<file path="config.mk">
export PLATFORM = sky130hd
export DESIGN_NAME = lpad_check_ctrl
export DESIGN_NICKNAME = d
export VERILOG_FILES = /design/src/rtl/lpad_check_ctrl.sv
export SDC_FILE = /design/constraint.sdc
export NUM_CORES = 1
export LEC_CHECK = 0
export BUFFER_PORTS_ARGS = -buffer_cell sky130_fd_sc_hd__buf_2
export CAP_MARGIN = 25
export CORE_ASPECT_RATIO = 0.5
export CORE_MARGIN = 3
export CORE_UTILIZATION = 45
export DETAILED_ROUTE_END_ITERATION = 8
export PLACE_DENSITY_LB_ADDON = 0.15
export SYNTH_ARGS = -nofsm -noshare
export SYNTH_HDL_FRONTEND = slang
export SYNTH_SLANG_ARGS = --single-unit
</file>
<file path="constraint.sdc">
create_clock -name clk_i -period 4.1 [get_ports clk_i]
set_clock_uncertainty 0.05 [all_clocks]
set_input_delay 0.205 -clock clk_i [delete_from_list [all_inputs] [get_ports clk_i]]
set_output_delay 0.205 -clock clk_i [all_outputs]
set_load 0.01 [all_outputs]
</file>
<file path="src/rtl/lpad_check_ctrl.sv">
// Forward-edge CFI landing-pad controller: arms on a committed indirect jump, demands an LPAD
// as the next committed instruction and sequences the shared ALU label compare.
module lpad_check_ctrl #(
    parameter int LABEL_W = 20,
    parameter int XLEN    = 64
) (
    input  logic               clk_i,
    input  logic               rst_i,
    input  logic               en_i,
    input  logic               flush_i,
    input  logic               ijump_valid_i,
    input  logic [LABEL_W-1:0] ijump_label_i,
    input  logic               commit_valid_i,
    input  logic               commit_is_lpad_i,
    input  logic [LABEL_W-1:0] commit_lpad_label_i,
    output logic               commit_ready_o,
    output logic               alu_req_valid_o,
    input  logic               alu_req_ready_i,
    output logic [XLEN-1:0]    alu_operand_a_o,
    output logic [XLEN-1:0]    alu_operand_b_o,
    input  logic               alu_resp_valid_i,
    input  logic               alu_branch_res_i,
    output logic               fault_o,
    output logic [1:0]         fault_cause_o,
    output logic               elp_o
);

    typedef enum logic [2:0] {
        ST_IDLE   = 3'd0,
        ST_EXPECT = 3'd1,
        ST_REQ    = 3'd2,
        ST_WAIT   = 3'd3,
        ST_DRAIN  = 3'd4
    } state_t;

    localparam logic [1:0] CAUSE_NONE     = 2'd0;
    localparam logic [1:0] CAUSE_MISSING  = 2'd1;
    localparam logic [1:0] CAUSE_MISMATCH = 2'd2;

    state_t             state_r, state_s;
    logic [LABEL_W-1:0] exp_label_r, exp_label_s;
    logic [LABEL_W-1:0] lpad_label_r, lpad_label_s;
    logic               abort_r, abort_s;
    logic               fault_r, fault_s;
    logic [1:0]         cause_r, cause_s;
    logic               commit_ready_s;
    logic               kill_s;

    // Next-state, label capture, fault detection and commit back-pressure
    always_comb begin
        kill_s         = flush_i | ~en_i;
        state_s        = state_r;
        exp_label_s    = exp_label_r;
        lpad_label_s   = lpad_label_r;
        abort_s        = abort_r;
        fault_s        = 1'b0;
        cause_s        = CAUSE_NONE;
        commit_ready_s = 1'b1;
        case (state_r)
            ST_IDLE: begin
                if (!kill_s && ijump_valid_i) begin
                    state_s     = ST_EXPECT;
                    exp_label_s = ijump_label_i;
                end else begin
                    state_s = ST_IDLE;
                end
            end
            ST_EXPECT: begin
                if (kill_s) begin
                    state_s = ST_IDLE;
                end else if (commit_valid_i) begin
                    if (!commit_is_lpad_i) begin
                        // a fault beats a jump committing in the same cycle
                        state_s = ST_IDLE;
                        fault_s = 1'b1;
                        cause_s = CAUSE_MISSING;
                    end else if (commit_lpad_label_i == {LABEL_W{1'b0}}) begin
                        if (ijump_valid_i) begin
                            state_s     = ST_EXPECT;
                            exp_label_s = ijump_label_i;
                        end else begin
                            state_s = ST_IDLE;
                        end
                    end else begin
                        commit_ready_s = 1'b0;
                        lpad_label_s   = commit_lpad_label_i;
                        abort_s        = 1'b0;
                        state_s        = ST_REQ;
                    end
                end else begin
                    state_s = ST_EXPECT;
                end
            end
            ST_REQ: begin
                commit_ready_s = 1'b0;
                if (kill_s) begin
                    abort_s = 1'b1;
                end else begin
                    abort_s = abort_r;
                end
                if (alu_req_ready_i) begin
                    state_s = (abort_r || kill_s) ? ST_DRAIN : ST_WAIT;
                end else begin
                    state_s = ST_REQ;
                end
            end
            ST_WAIT: begin
                commit_ready_s = alu_resp_valid_i;
                if (alu_resp_valid_i) begin
                    state_s = ST_IDLE;
                    if (!alu_branch_res_i && !kill_s) begin
                        fault_s = 1'b1;
                        cause_s = CAUSE_MISMATCH;
                    end else begin
                        fault_s = 1'b0;
                    end
                end else if (kill_s) begin
                    state_s = ST_DRAIN;
                    abort_s = 1'b1;
                end else begin
                    state_s = ST_WAIT;
                end
            end
            ST_DRAIN: begin
                commit_ready_s = 1'b0;
                if (alu_resp_valid_i) begin
                    state_s = ST_IDLE;
                    abort_s = 1'b0;
                end else begin
                    state_s = ST_DRAIN;
                end
            end
            default: begin
                state_s = ST_IDLE;
                abort_s = 1'b0;
            end
        endcase
    end

    // State, captured labels and the one-cycle fault pulse
    always_ff @(posedge clk_i or posedge rst_i) begin
        if (rst_i) begin
            state_r      <= ST_IDLE;
            exp_label_r  <= {LABEL_W{1'b0}};
            lpad_label_r <= {LABEL_W{1'b0}};
            abort_r      <= 1'b0;
            fault_r      <= 1'b0;
            cause_r      <= CAUSE_NONE;
        end else begin
            state_r      <= state_s;
            exp_label_r  <= exp_label_s;
            lpad_label_r <= lpad_label_s;
            abort_r      <= abort_s;
            fault_r      <= fault_s;
            cause_r      <= cause_s;
        end
    end

    assign commit_ready_o  = commit_ready_s;
    assign alu_req_valid_o = (state_r == ST_REQ);
    assign elp_o           = (state_r == ST_EXPECT);
    assign alu_operand_a_o = {{(XLEN-LABEL_W){1'b0}}, lpad_label_r};
    assign alu_operand_b_o = {{(XLEN-LABEL_W){1'b0}}, exp_label_r};
    assign fault_o         = fault_r;
    assign fault_cause_o   = cause_r;

endmodule

</file>
==> flow_summary.json, run 1 <==
{
  "dr.pass1.iters": 4,
  "rows": 19,
  "maxUsedRoutingLayer": "met4",
  "nNetsFinal": 380,
  "initial_utilization_pct": 47.4,
  "met3WireLength_um": 501,
  "power_leakage_nw": 1.72,
  "tightestPinTransition_ns": 0.666,
  "synth_edf_count": 0,
  "drive_gt1_share_pct": 46.2,
  "period_share_pct": 59.4,
  "first_iter_violations": 55,
  "place_hpwl_um": 3970,
  "grt_pass1_wl_um": 7260,
  "diodes": 0,
  "die_x_um": 115,
  "r2r_setup_slack_ns": 1.96,
  "hold_ws_ns": 0.0612,
  "grt_max_degree": 48,
  "met1_length_um": 1700,
  "slew-limit-headroom_pct": 55.4,
  "start_kind": "flip-flop",
  "htreeDepth": 2,
  "portBuffers": 95,
  "path_class": "reg2out",
  "final.setup.worst_slack_ns": 1.67,
  "setup_violations": 0,
  "avgSynthCellArea_um2": 11.5,
  "cts_tree": "yes",
  "ioPinCount": 184,
  "groute.usage.overall_pct": 13.4,
  "post_drt_wl_per_cell_um": 12.3,
  "max_freq_mhz": 411,
  "cts_buffers": 5,
  "worstPathArrival_ns": 2.18,
  "route.met2.wl_um": 2740,
  "fin_area_um2": 3080,
  "gp_congestion": 0.774,
  "fin_crit_ns": 2.43,
  "hold_violations": 0,
  "post-place-ws_ns": 1.82,
  "power_density_nw_per_um2": 452,
  "rsz0062_at_grt": "no",
  "antenna_found_initial": 0,
  "drc": 0,
  "first_global_vias": 1592,
  "async_reset_ff_share_pct": 100,
  "gr-total-overflow": 0,
  "path_cells": "or3b_4, clkinv_4, nand2_4, nor3_4, o31ai_1, buf_2",
  "root_buffer": "clkbuf_16",
  "tns_ns": 0,
  "final_common_cell": "buf_2",
  "vdd_ir_drop_max_uv": 246,
  "status": "finished clean",
  "ant_nets": 0,
  "dpl_cell_area_um2": 2860,
  "viasPerCell": 4.35,
  "max-cap-violations": 0,
  "netlist_area_um2": 2650,
  "fin_cells": 404,
  "clkSinkCount": 47,
  "postCtsSetupRepairBufs": 0,
  "final_cell_mix": "buf_2, conb_1, dfrtp_1, mux2_2, mux2_4",
  "required_ns": 3.85,
  "dp.cells": 393,
  "synth.distinct_cells": 31,
  "fp.coreArea_um2": 5590,
  "yosysWarningCount": 0,
  "num_vias": 1759,
  "slowest_delay_ns": 0.52,
  "die-area_um2": 6900,
  "min_path_type": "in2reg",
  "dieHeight_um": 60.3,
  "clk_path_buf_depth": 2,
  "synth_seq_cells": 47,
  "ys_seq_area_share_pct": 44.4,
  "clk_latency_ns": 0.28,
  "path_clk_slew_ns": 0.06,
  "synth-main-ff-cell": "dfrtp_1",
  "cp_max_fo": 14,
  "end_kind": "output port",
  "syn_inst": 230,
  "slew_violations": 0,
  "synthToLayoutAreaGrowth_pct": 16.3,
  "slowest_stage": "nor3_4",
  "wl_um": 4980
}
-- power breakdown --
part | internal [mW] | switching [mW] | leakage, nW | total, mW
Sequential | 0.554 | 0.0457 | 0.601 | 0.600
Combinational | 0.155 | 0.168 | 1.04 | 0.324
Clock | 0.306 | 0.163 | 0.0875 | 0.469
-- logic make-up (layout without fill, tap and decap cells) --
group	Yosys count	in the layout	synth area share, %
buffers and inverters	95	109	26.6
DFF	47	47	44.4
muxes	40	40	18.0
and+or+nand+nor	36	36	8.27
AOI/OAI and AO/OA	11	11	2.55
other	1	88	0.142
-- sequential cells by signal, summed over array words and instances, names as in the netlist --
register	flops
state_r	3
exp_label_r	20
fault_o	1
lpad_label_r	20
abort_r	1
fault_cause_o	2
-- area by class of cell --
type | instances | area [µm²]
Fill cell | 472 | 2500
Sequential cell | 47 | 1180
Multi-Input combinational cell | 175 | 1100
Timing Repair Buffer | 98 | 520
Clock buffer | 6 | 139
Tap cell | 73 | 91.3
Clock inverter | 2 | 38.8
Inverter | 3 | 16.3
-- layer usage --
layer | track usage [%] | up-vias
li1 | - | 802
met1 | 13.9 | 841
met2 | 26.3 | 112
met3 | 4.25 | 4
met4 | 4.23 | 0
met5 | 0 | -
-- per-stage QoR --
step	power, mW	util (%)
after global placement	0.923	51.2
after CTS	1.41	54.4
after detailed placement	0.931	51.2
after floorplan	0.854	-
after global routing	1.47	55.2
final	1.39	55.2
-- worst max-delay path, delay by kind of cell, from the launching register on --
| family | cells | cell delay [ns] |
|---|---|---|
| AO/OA/AOI/OAI | 1 | 0.17 |
| buffers and inverters | 2 | 0.24 |
| flip-flops | 1 | 0.46 |
| AND/OR/NAND/NOR | 3 | 1.03 |
-- synthesized netlist by cell type, types with 2 or more instances --
cell type / count / area share, %
a31oi_1: 3 / 0.71
buf_2: 2 / 0.38
buf_4: 89 / 25
dfrtp_1: 47 / 44
inv_1: 2 / 0.28
mux2_2: 33 / 14
mux2_4: 7 / 4.0
nand2_1: 6 / 0.85
nand2b_1: 2 / 0.47
nand3_1: 2 / 0.38
nand3b_1: 2 / 0.57
nor2_1: 5 / 0.71
nor3_1: 3 / 0.57
nor3b_1: 2 / 0.57
nor4_1: 6 / 1.4
o21ai_0: 3 / 0.57
o22ai_1: 2 / 0.47
-- final timing paths --
kind,endpoint,from,cells past startpoint
worst max-delay path,commit_ready_o,state_r[0]$_DFF_PP0_,6
worst min-delay path,fault_cause_o[1]$_DFF_PP0_,alu_branch_res_i,2
worst max register to register,lpad_label_r[5]$_DFFE_PP0P_,state_r[0]$_DFF_PP0_,5
worst min register to register,exp_label_r[18]$_DFFE_PP0P_,exp_label_r[18]$_DFFE_PP0P_,1
max in group asynchronous,lpad_label_r[2]$_DFFE_PP0P_,rst_i,4
min in group asynchronous,exp_label_r[13]$_DFFE_PP0P_,rst_i,3
-- repair_timing --
action / in CTS / in global routing
hold buffers: 0 / 1
endpoints found under the hold margin: 0 / 17
gates resized for setup: 0 / 0
No activity file was read; power rests on OpenSTA's default activity.
==> run 2: changes to the inputs <==
- CORE_UTILIZATION: 45 -> 42
- clock period: 4.1 -> 2.3 ns (I/O delays scaled with it)
==> run 2 against run 1 <==
Via count rose by 0.51%. Global-route usage up 0.22 points. Sequential cell count unchanged. Combinational power rose by 81%. Clock-buffer cell count shrank 1. Sequential share of layout area down 0.26 points. Worst setup slack worse by 1.5 ns. Sequential power is 78% higher. Non-clock buffer count is 6 higher. Clock power is 53% higher. Highest routed layer unchanged.
==> flow_summary.json, run 2 (synthesis gave the netlist of run 1 again) <==
{
  "dr.pass1.iters": 4,
  "max_freq_mhz": 475,
  "final_cell_mix": "buf_2, conb_1, dfrtp_1, mux2_2, mux2_4",
  "met3WireLength_um": 542,
  "slew_violations": 0,
  "cp_max_fo": 8,
  "clkSinkCount": 47,
  "diodes": 0,
  "power.switching_uw": 693,
  "top_regs": "exp_label_r (20), lpad_label_r (20), state_r (3)",
  "wl_um": 5150,
  "place_hpwl_um": 4290,
  "sw_frac_of_total_pct": 29.3,
  "nFillCells": 538,
  "met1_length_um": 1910,
  "max-cap-violations": 0,
  "rsz0062_at_grt": "no",
  "end_kind": "flip-flop",
  "final_common_cell": "buf_2",
  "slew-limit-headroom_pct": 62.3,
  "initial_utilization_pct": 45.9,
  "power_frac_seq_pct": 45.0,
  "die_x_um": 118,
  "postCtsSetupRepairBufs": 0,
  "multi_input_area_um2": 1100,
  "portBuffers": 95,
  "power_frac_clock_pct": 30.2,
  "dp.cells": 409,
  "fp.coreArea_um2": 5780,
  "drc": 0,
  "grt_max_degree": 21,
  "min_path_type": "in2reg",
  "setup_violations": 0,
  "vdd_ir_drop_max_uv": 362,
  "p_int_mw": 1.67,
  "path_clk_slew_ns": 0.07,
  "nNetsFinal": 386,
  "dieHeight_um": 62.2,
  "route.met2.wl_um": 2670,
  "die-area_um2": 7350,
  "viasPerCell": 4.20,
  "clk_path_buf_depth": 2,
  "cts_buffers": 5,
  "antenna_found_initial": 0,
  "cts_tree": "yes",
  "worstPathArrival_ns": 2.22,
  "start_kind": "flip-flop",
  "status": "finished clean",
  "period_share_pct": 91.5,
  "drive_gt1_share_pct": 46.6,
  "ioPinCount": 184,
  "required_ns": 2.42,
  "gr-total-overflow": 0,
  "gp_congestion": 0.826,
  "grt_pass1_wl_um": 8400,
  "power_leakage_nw": 1.74,
  "fin_util_pct": 53.7,
  "seqCellArea_um2": 1180,
  "num_vias": 1768,
  "path_class": "reg2reg",
  "first_iter_violations": 29,
  "maxUsedRoutingLayer": "met4",
  "fin_crit_ns": 2.10,
  "tightestPinTransition_ns": 0.560,
  "post_drt_wl_per_cell_um": 12.2,
  "htreeDepth": 2,
  "synthToLayoutAreaGrowth_pct": 17.1,
  "first_global_vias": 1761,
  "comb_power_share_pct": 24.7,
  "groute.usage.overall_pct": 13.7,
  "root_buffer": "clkbuf_16",
  "hold_violations": 0,
  "fin_cells": 421,
  "ant_nets": 0,
  "rows": 19,
  "power_density_nw_per_um2": 763,
  "clk_latency_ns": 0.28,
  "tns_ns": 0
}
==> run 2: cell types whose count changed in the layout (fill, tap and decap cells not counted) <==
cell	delta
buf_12	-1
buf_4	+5
clkinv_4	+1
bufinv_16	-1
clkinv_2	+1
dlygate4sd3_1	+2
clkbuf_8	-1
==> run 2: stage by stage <==
step | hold WS, ns | worst slack [ns] | power (mW) | instance area, µm²
floorplan | 0.142 | 0.411 | 1.52 | 2980
global placement | 0.0213 | 0.0935 | 1.65 | 2910
detailed placement | 0.0208 | 0.0601 | 1.67 | 2910
CTS | 0.000867 | 0.0552 | 2.39 | 3090
global route | 0.00704 | 0.128 | 2.51 | 3100
finish | 0.00720 | 0.195 | 2.37 | 3100
==> run 2: what timing repair did <==
| action | 4_1_cts | 5_1_grt |
|---|---|---|
| hold buffers | 3 | 0 |
| hold endpoints to repair | 13 | 0 |
| gates resized for setup | 0 | 0 |
==> run 2: routing by layer <==
metal	vias to the layer above	global-route usage [%]
met5	-	0
met4	0	3.65
met1	849	15.6
met3	4	4.08
li1	814	-
met2	101	25.0
==> run 2: final cells by class <==
type	count	area share, %
Clock inverter	3	0.726
Clock buffer	5	4.03
Timing Repair Buffer	104	18.0
Tap cell	84	3.39
Sequential cell	47	37.9
Inverter	3	0.524
Multi-Input combinational cell	175	35.4
==> run 2: worst max-delay path: stages, from the launching register on <==
cell	delay, ns
dfrtp_1	0.44
or3b_4	0.45
clkinv_4	0.08
nand2_4	0.07
or3_1	0.53
mux2_4	0.37
==> run 2: power by group through the flow <==
stage,clock network [mW],logic [mW],registers [mW]
after floorplan,0,0.369,1.15
after global placement,0,0.575,1.08
after detailed placement,0,0.585,1.08
after CTS,0.736,0.589,1.07
after global routing,0.775,0.644,1.09
final,0.716,0.585,1.07
==> run 2: path summary, 6_finish.rpt <==
path / end / depth (start not counted) / slack [ns] / start
max: lpad_label_r[13]$_DFFE_PP0P_ / 5 / 0.20 / state_r[2]$_DFF_PP0_
min: exp_label_r[6]$_DFFE_PP0P_ / 2 / 0.007 / ijump_label_i[6]
max reg2reg: lpad_label_r[13]$_DFFE_PP0P_ / 5 / 0.20 / state_r[2]$_DFF_PP0_
min reg2reg: exp_label_r[0]$_DFFE_PP0P_ / 1 / 0.45 / exp_label_r[0]$_DFFE_PP0P_
max in group asynchronous: exp_label_r[4]$_DFFE_PP0P_ / 4 / 1.41 / rst_i
min in group asynchronous: exp_label_r[16]$_DFFE_PP0P_ / 3 / 0.26 / rst_i
